## config.mk

```make
export PLATFORM = sky130hd
export DESIGN_NAME = helppll_dacloop_flat
export DESIGN_NICKNAME = d
export VERILOG_FILES = /design/src/rtl/helppll_dacloop_if.sv /design/src/rtl/helppll_dacloop.sv /design/src/flat_wrapper.sv
export SDC_FILE = /design/constraint.sdc
export NUM_CORES = 1
export LEC_CHECK = 0
export ABC_AREA = 1
export CORE_ASPECT_RATIO = 0.5
export CORE_MARGIN = 4
export CORE_UTILIZATION = 55
export CTS_CLUSTER_DIAMETER = 150
export DETAILED_ROUTE_END_ITERATION = 6
export PLACE_DENSITY = 0.87
export SETUP_SLACK_MARGIN = 0.05
export SLEW_MARGIN = 20
export SYNTH_ARGS = -nofsm -noshare
export SYNTH_HDL_FRONTEND = slang
export SYNTH_SLANG_ARGS = --single-unit
export TNS_END_PERCENT = 50
```

## constraint.sdc

```tcl
create_clock -name clk -period 3.55 [get_ports clk]
set_clock_uncertainty 0.2 [all_clocks]
set_input_delay 0.71 -clock clk [delete_from_list [all_inputs] [get_ports clk]]
set_output_delay 0.71 -clock clk [all_outputs]
set_load 0.05 [all_outputs]
```

## src/rtl/helppll_dacloop_if.sv

```systemverilog
// Frequency-difference stream from the helper-PLL frequency detector into the DAC loop.
// The detector drives the master side; the loop filter consumes the slave side.
interface helppll_dacloop_if #(
  parameter int DWIDTH = 32
);
  logic signed [DWIDTH-1:0] freqdiff;
  logic                     stb_freqdiff;

  modport master (
    output freqdiff,
    output stb_freqdiff
  );

  modport slave (
    input freqdiff,
    input stb_freqdiff
  );
endinterface

```

## src/rtl/helppll_dacloop.sv

```systemverilog
// Helper-PLL loop closure: saturating PI filter feeding a 3-wire serial tuning DAC.
// Define HELPPLL_LOCKDET_EN to build the lock detector; otherwise locked is tied low.
module helppll_dacloop #(
  parameter int DWIDTH   = 32,
  parameter int DACW     = 16,
  parameter int KP_SHIFT = 4,
  parameter int KI_SHIFT = 10,
  parameter int SCLK_DIV = 4,
  parameter int LOCK_TOL = 8,
  parameter int LOCK_CNT = 16
) (
  input  logic                     clk,
  input  logic                     aresetn,
  helppll_dacloop_if.slave         fd_if,
  input  logic                     enable,
  input  logic [DACW-1:0]          dac_center,
  output logic [DACW-1:0]          dac_code,
  output logic                     dac_cs_n,
  output logic                     dac_sclk,
  output logic                     dac_sdi,
  output logic                     dac_busy,
  output logic                     locked,
  output logic signed [DWIDTH+7:0] dbinteg
);

  localparam int IW   = DWIDTH + 8;
  localparam int SW   = DWIDTH + 9;
  localparam int CDW  = SW + 1;
  localparam int DIVW = $clog2(SCLK_DIV + 1);
  localparam int BITW = $clog2(DACW + 1);

  localparam logic signed [IW:0]    INTEG_MAX = {2'b00, {(IW-1){1'b1}}};
  localparam logic signed [IW:0]    INTEG_MIN = {2'b11, {(IW-2){1'b0}}, 1'b1};
  localparam logic signed [CDW-1:0] CODE_MAX  = {{(CDW-DACW){1'b0}}, {DACW{1'b1}}};

  typedef enum logic [1:0] {
    WR_IDLE,
    WR_SHIFT,
    WR_GAP
  } wr_state_e;

  logic signed [DWIDTH-1:0] fd_q, fd_d;
  logic signed [IW-1:0]     integ_q, integ_d;
  logic signed [SW-1:0]     sum_q, sum_d;
  logic [DACW-1:0]          dac_code_q, dac_code_d;
  logic                     v1_q, v1_d, v2_q, v2_d, upd_q, upd_d;

  logic signed [IW:0]       integ_ext;
  logic signed [DWIDTH-1:0] p_term;
  logic signed [IW-1:0]     i_term;
  logic signed [CDW-1:0]    code_ext;

  // Three strobe-qualified stages: integrate, combine P+I, then map around the centre code.
  always_comb begin
    fd_d       = fd_q;
    integ_d    = integ_q;
    sum_d      = sum_q;
    dac_code_d = dac_code_q;
    v1_d       = fd_if.stb_freqdiff;
    v2_d       = v1_q;
    upd_d      = v2_q;

    integ_ext = $signed({integ_q[IW-1], integ_q})
              + $signed({{(IW+1-DWIDTH){fd_if.freqdiff[DWIDTH-1]}}, fd_if.freqdiff});
    p_term    = fd_q >>> KP_SHIFT;
    i_term    = integ_q >>> KI_SHIFT;
    code_ext  = $signed({{(CDW-DACW){1'b0}}, dac_center}) - $signed({sum_q[SW-1], sum_q});

    if (fd_if.stb_freqdiff) begin
      fd_d = fd_if.freqdiff;
      if (integ_ext > INTEG_MAX) begin
        integ_d = INTEG_MAX[IW-1:0];
      end else if (integ_ext < INTEG_MIN) begin
        integ_d = INTEG_MIN[IW-1:0];
      end else begin
        integ_d = integ_ext[IW-1:0];
      end
    end
    if (!enable) begin
      integ_d = '0;
    end

    if (v1_q) begin
      if (enable) begin
        sum_d = $signed({{(SW-DWIDTH){p_term[DWIDTH-1]}}, p_term})
              + $signed({{(SW-IW){i_term[IW-1]}}, i_term});
      end else begin
        sum_d = '0;
      end
    end

    // Positive freqdiff means the helper runs fast, so the code moves down.
    if (v2_q) begin
      if (code_ext[CDW-1]) begin
        dac_code_d = '0;
      end else if (code_ext > CODE_MAX) begin
        dac_code_d = '1;
      end else begin
        dac_code_d = code_ext[DACW-1:0];
      end
    end
  end

  always_ff @(posedge clk or negedge aresetn) begin
    if (!aresetn) begin
      fd_q       <= '0;
      integ_q    <= '0;
      sum_q      <= '0;
      dac_code_q <= {1'b1, {(DACW-1){1'b0}}};
      v1_q       <= 1'b0;
      v2_q       <= 1'b0;
      upd_q      <= 1'b0;
    end else begin
      fd_q       <= fd_d;
      integ_q    <= integ_d;
      sum_q      <= sum_d;
      dac_code_q <= dac_code_d;
      v1_q       <= v1_d;
      v2_q       <= v2_d;
      upd_q      <= upd_d;
    end
  end

  wr_state_e       state_q;
  logic [DACW-1:0] shreg_q;
  logic [DIVW-1:0] div_q;
  logic [BITW-1:0] bit_q;
  logic            cs_n_q, sclk_q, busy_q, pend_q;

  // Serial writer; pending starts set so the midscale code is written after every reset.
  always_ff @(posedge clk or negedge aresetn) begin
    if (!aresetn) begin
      state_q <= WR_IDLE;
      shreg_q <= '0;
      div_q   <= '0;
      bit_q   <= '0;
      cs_n_q  <= 1'b1;
      sclk_q  <= 1'b0;
      busy_q  <= 1'b0;
      pend_q  <= 1'b1;
    end else begin
      case (state_q)
        WR_IDLE: begin
          if (upd_q || pend_q) begin
            shreg_q <= dac_code_q;
            cs_n_q  <= 1'b0;
            sclk_q  <= 1'b0;
            busy_q  <= 1'b1;
            pend_q  <= 1'b0;
            div_q   <= '0;
            bit_q   <= '0;
            state_q <= WR_SHIFT;
          end
        end
        WR_SHIFT: begin
          if (upd_q) begin
            pend_q <= 1'b1;
          end
          if (div_q == DIVW'(SCLK_DIV - 1)) begin
            div_q <= '0;
            if (!sclk_q) begin
              sclk_q <= 1'b1;
            end else begin
              sclk_q <= 1'b0;
              if (bit_q == BITW'(DACW - 1)) begin
                cs_n_q  <= 1'b1;
                shreg_q <= '0;
                state_q <= WR_GAP;
              end else begin
                bit_q   <= bit_q + BITW'(1);
                shreg_q <= {shreg_q[DACW-2:0], 1'b0};
              end
            end
          end else begin
            div_q <= div_q + DIVW'(1);
          end
        end
        WR_GAP: begin
          if (upd_q) begin
            pend_q <= 1'b1;
          end
          if (div_q == DIVW'(SCLK_DIV - 1)) begin
            div_q   <= '0;
            busy_q  <= 1'b0;
            state_q <= WR_IDLE;
          end else begin
            div_q <= div_q + DIVW'(1);
          end
        end
        default: begin
          state_q <= WR_IDLE;
        end
      endcase
    end
  end

`ifdef HELPPLL_LOCKDET_EN
  localparam int CW = $clog2(LOCK_CNT + 1);

  logic [CW-1:0]   cnt_q, cnt_d;
  logic            locked_q, locked_d;
  logic [DWIDTH:0] fd_abs;

  // Magnitude is taken one bit wider so the most negative word cannot overflow.
  always_comb begin
    cnt_d    = cnt_q;
    locked_d = locked_q;
    fd_abs   = fd_if.freqdiff[DWIDTH-1]
             ? (~{1'b1, fd_if.freqdiff} + (DWIDTH+1)'(1))
             : {1'b0, fd_if.freqdiff};
    if (!enable) begin
      cnt_d    = '0;
      locked_d = 1'b0;
    end else if (fd_if.stb_freqdiff) begin
      if (fd_abs <= (DWIDTH+1)'(LOCK_TOL)) begin
        if (cnt_q < CW'(LOCK_CNT)) begin
          cnt_d = cnt_q + CW'(1);
        end
        if (cnt_q >= CW'(LOCK_CNT - 1)) begin
          locked_d = 1'b1;
        end
      end else begin
        cnt_d    = '0;
        locked_d = 1'b0;
      end
    end
  end

  always_ff @(posedge clk or negedge aresetn) begin
    if (!aresetn) begin
      cnt_q    <= '0;
      locked_q <= 1'b0;
    end else begin
      cnt_q    <= cnt_d;
      locked_q <= locked_d;
    end
  end

  assign locked = locked_q;
`else
  assign locked = 1'b0;
`endif

  assign dac_code = dac_code_q;
  assign dac_cs_n = cs_n_q;
  assign dac_sclk = sclk_q;
  assign dac_sdi  = shreg_q[DACW-1];
  assign dac_busy = busy_q;
  assign dbinteg  = integ_q;

endmodule
```

## src/flat_wrapper.sv

```systemverilog
// flat-port wrapper written by rule: the top's interface ports become plain ports
module helppll_dacloop_flat 
#(
  parameter int DWIDTH   = 32,
  parameter int DACW     = 16,
  parameter int KP_SHIFT = 4,
  parameter int KI_SHIFT = 10,
  parameter int SCLK_DIV = 4,
  parameter int LOCK_TOL = 8,
  parameter int LOCK_CNT = 16
)
  (clk, aresetn, enable, dac_center, dac_code, dac_cs_n, dac_sclk, dac_sdi, dac_busy, locked, dbinteg, fd_if_freqdiff, fd_if_stb_freqdiff);
  helppll_dacloop_if #(.DWIDTH(DWIDTH)) fd_if_i ();
  input  logic clk;
  input  logic aresetn;
  input  logic enable;
  input  logic [DACW-1:0] dac_center;
  output logic [DACW-1:0] dac_code;
  output logic dac_cs_n;
  output logic dac_sclk;
  output logic dac_sdi;
  output logic dac_busy;
  output logic locked;
  output logic signed [DWIDTH+7:0] dbinteg;
  input wire logic [$bits(fd_if_i.freqdiff)-1:0] fd_if_freqdiff;
  input wire logic [$bits(fd_if_i.stb_freqdiff)-1:0] fd_if_stb_freqdiff;
  assign fd_if_i.freqdiff = fd_if_freqdiff;
  assign fd_if_i.stb_freqdiff = fd_if_stb_freqdiff;
  helppll_dacloop #(.DWIDTH(DWIDTH), .DACW(DACW), .KP_SHIFT(KP_SHIFT), .KI_SHIFT(KI_SHIFT), .SCLK_DIV(SCLK_DIV), .LOCK_TOL(LOCK_TOL), .LOCK_CNT(LOCK_CNT)) u_core (.clk(clk), .aresetn(aresetn), .fd_if(fd_if_i), .enable(enable), .dac_center(dac_center), .dac_code(dac_code), .dac_cs_n(dac_cs_n), .dac_sclk(dac_sclk), .dac_sdi(dac_sdi), .dac_busy(dac_busy), .locked(locked), .dbinteg(dbinteg));
endmodule
```

==> results.py <==
metrics = {
    "clock_tree": {
        "cts_sinks": 148,
        "h-tree-depth": 4,
        "ctsLongestPathBuffers": 2,
        "path_clk_slew_ns": 0.07,
        "hold_buffers": 0,
        "cts_tree": "done",
        "insertion_delay_ns": 0.46,
        "root_buffer": "clkbuf_16",
        "numCtsBuffers": 17,
    },
    "global_routing": {
        "grt_max_degree": 58,
        "grt_pass1_wl_um": 67200,
        "grt_pass1_vias": 13600,
        "grt_use_total_pct": 32.5,
        "grt_overflow_total": 0,
        "antenna_found_initial": 1,
    },
    "logic_synthesis": {
        "yosysSeqAreaShare_pct": 29.5,
        "synth_nets": 2075,
        "synth_edf_count": 0,
        "yosysWarnings": 0,
        "synthCells": 1926,
        "synth.area.top_cells": "dfrtp_1, nand2_1, ha_1",
        "ys.flop_type": "dfrtp_1",
        "avgSynthCellArea_sq_um": 6.52,
        "ys_seq_elements": 148,
        "syn_area_sq_um": 12600,
        "synthArstFlopShare_pct": 100,
        "synthTopCellsByCount": "nand2_1, inv_1, nor2_1",
        "synth_top_cell_by_area": "dfrtp_1",
        "synth.distinct_cells": 46,
        "yosysMostFrequentCell": "nand2_1",
        "synth_top_area_share_pct": 28.9,
    },
    "sta": {
        "max_freq_ghz": 0.276,
        "setup_ws_ns": -0.0793,
        "finalCriticalPeriod_ns": 3.63,
        "rsz0062_at_grt": "true",
        "setup_viol_count_final": 1,
        "period_share_pct": 102,
        "hold_slack_ns": 0.0173,
        "tightestPinTransition_ns": 0.589,
        "finalHoldViolCount": 0,
        "max-slew-margin-rel_pct": 60.7,
        "slew_violations": 0,
    },
    "critical_path": {
        "cp.required_ns": 3.65,
        "crit_top_cell": "nand2_1",
        "crit_fanout": 6,
        "cp_slowest_cell": "clkdlybuf4s50_1",
        "critPathKind": "in2reg",
        "cp_cell_sequence": "clkdlybuf4s50_1, ha_4, nand2_1, nand2_1, inv_1, nand2_1, a21oi_1, nor2_1, nor2_1, nand2_1, nand2_1, nand2_1, nor2_1, nand3_1, nor2_1, nand2_1, nand2_2, nand2_8, buf_12, nand3_1, nand2_1",
        "startpoint_type": "primary input",
        "crit_buf_inv": 3,
        "endpoint_kind": "flip-flop",
        "arrival_ns": 3.73,
        "critPathMaxStageDelay_ns": 0.60,
        "cp_top_family": "simple AND/OR/NAND/NOR gates",
    },
    "layout": {
        "nets": 2412,
        "final_cells": 2577,
        "syn_to_final_growth_pct": 35.7,
        "drive_above_1_share_pct": 18.6,
        "fin_util_pct": 77.3,
    },
    "detailed_routing": {
        "drt_first_iter_violations": 2086,
        "met1Wirelength_um": 18200,
        "wl_per_cell_um": 18.1,
        "via_count": 15000,
        "route.met3.wl_um": 5000,
        "wirelength_um": 46600,
        "drc": 38,
        "via_per_inst": 5.82,
        "ant_nets": 0,
        "dr_wl_met2_um": 20900,
        "top_layer_used": "met4",
        "drtPass1Iterations": 7,
    },
    "place": {
        "place_ws_ns": -0.406,
        "hpwl_um": 32700,
        "port_buffers": 111,
        "gp_congestion": 1.02,
        "dp_cells": 2539,
    },
    "hold_path": {
        "hold_class": "in2async",
    },
    "floorplanning": {
        "initial_core_util_pct": 56.9,
        "ios": 113,
        "dieArea_sq_um": 25500,
        "die_y_um": 115,
        "placementRows": 38,
        "die_x_um": 222,
        "coreArea_sq_um": 22100,
    },
    "run_status": {
        "status": "complete, but fails checks",
        "failed_checks": "DRC, setup timing",
    },
    "power": {
        "power_leakage_nw": 9.15,
        "power_w": 0.0135,
        "worst_ir_drop_vdd_uv": 504,
        "power_density_nw_per_um2": 791,
    },
    "flow_run": {
        "max_cap_viol_count": 0,
    },
}
## area by class of cell
class	instances	area, sq um
well taps	300	375
inverters	266	998
multi-input cells	1479	8260
diodes	1	2.50
clock inverters	15	144
repair buffers	351	3130
clock buffers	17	425
flip-flops and latches	148	3710
fillers	1493	5020
## path summary, 6_finish.rpt
path                                    start                 end  slack [ns]  depth (start not counted)
max                        fd_if_freqdiff[24]  u_core.dbinteg[19]       -0.08                         21
min                                   aresetn   u_core.dbinteg[4]        0.02                          1
max reg2reg                u_core.dbinteg[21]  u_core.dbinteg[19]        0.02                         17
min reg2reg                      u_core.upd_d        u_core.upd_q        0.29                          0
max in group asynchronous             aresetn     u_core.fd_q[30]        2.34                          2
min in group clk                 u_core.upd_d        u_core.upd_q        0.29                          0
## sequential cells by signal, summed over array words and instances (netlist names)
name             count
u_core.state_q       2
u_core.div_q         3
u_core.dac_code     16
u_core.dac_sclk      1
u_core.sum_q        31
u_core.fd_q         28
u_core.bit_q         5
u_core.dac_busy      1
u_core.upd_d         1
u_core.shreg_q      16
u_core.dbinteg      40
u_core.v1_q          1
u_core.pend_q        1
u_core.dac_cs_n      1
u_core.upd_q         1
## power breakdown
part           internal (W)  switching [W]  leakage [nW]
Clock              0.000982       0.000838         0.279
Combinational       0.00355        0.00536          6.99
Sequential          0.00218       0.000567          1.88
## metrics by stage
stage / TNS [ns] / instance area (sq um)
after floorplan: 0 / 12600
after global placement: -13.10 / 15800
after detailed placement: -16.60 / 15800
after CTS: 0 / 16300
after global routing: -0.247 / 17000
final: -0.0793 / 17000
## cell usage in the layout, fill, tap and decap left out, drive strengths merged, types with 2 or more instances in the layout
master | Yosys | final
a31oi | 12 | 12
o21ai | 92 | 92
nand2 | 674 | 674
nor4 | 10 | 10
buf | 14 | 238
nor2 | 178 | 178
o22ai | 10 | 10
nand3b | 16 | 16
xor2 | 7 | 7
inv | 265 | 273
dfrtp | 145 | 145
a21oi | 118 | 118
a21o | 9 | 9
xnor2 | 16 | 16
o21a | 4 | 4
clkinvlp | 0 | 2
o21bai | 3 | 3
dfstp | 3 | 3
a22oi | 5 | 5
mux2 | 28 | 28
clkdlybuf4s50 | 0 | 85
dlymetal6s2s | 0 | 25
fa | 3 | 3
clkinv | 1 | 5
clkbuf | 19 | 20
ha | 94 | 94
a21boi | 3 | 3
nand3 | 133 | 133
nor3 | 19 | 19
o211ai | 8 | 8
nand4 | 29 | 29
## routing by layer
| layer | global-route usage, % | vias up |
|---|---|---|
| met1 | 41.9 | 6865 |
| met4 | 12.3 | 0 |
| met5 | 0 | - |
| met3 | 6.20 | 269 |
| li1 | - | 6913 |
| met2 | 55.2 | 945 |
## logic make-up after synthesis
group / share of synthesized area, %
buffers and inverters: 9.25
adders and majority gates: 9.84
DFF: 29.5
xor gates and xnor gates: 1.66
AOI/OAI and AO/OA: 11.6
muxes: 2.51
and+or+nand+nor: 35.6
other: 0.0299
## timing repair
action,CTS,global route
gates cloned,0,3
buffers inserted,0,2
pin swaps,2,20
endpoints found under the setup margin,7,46
gates resized for setup,1,116
(Power assumes the default switching activity.)
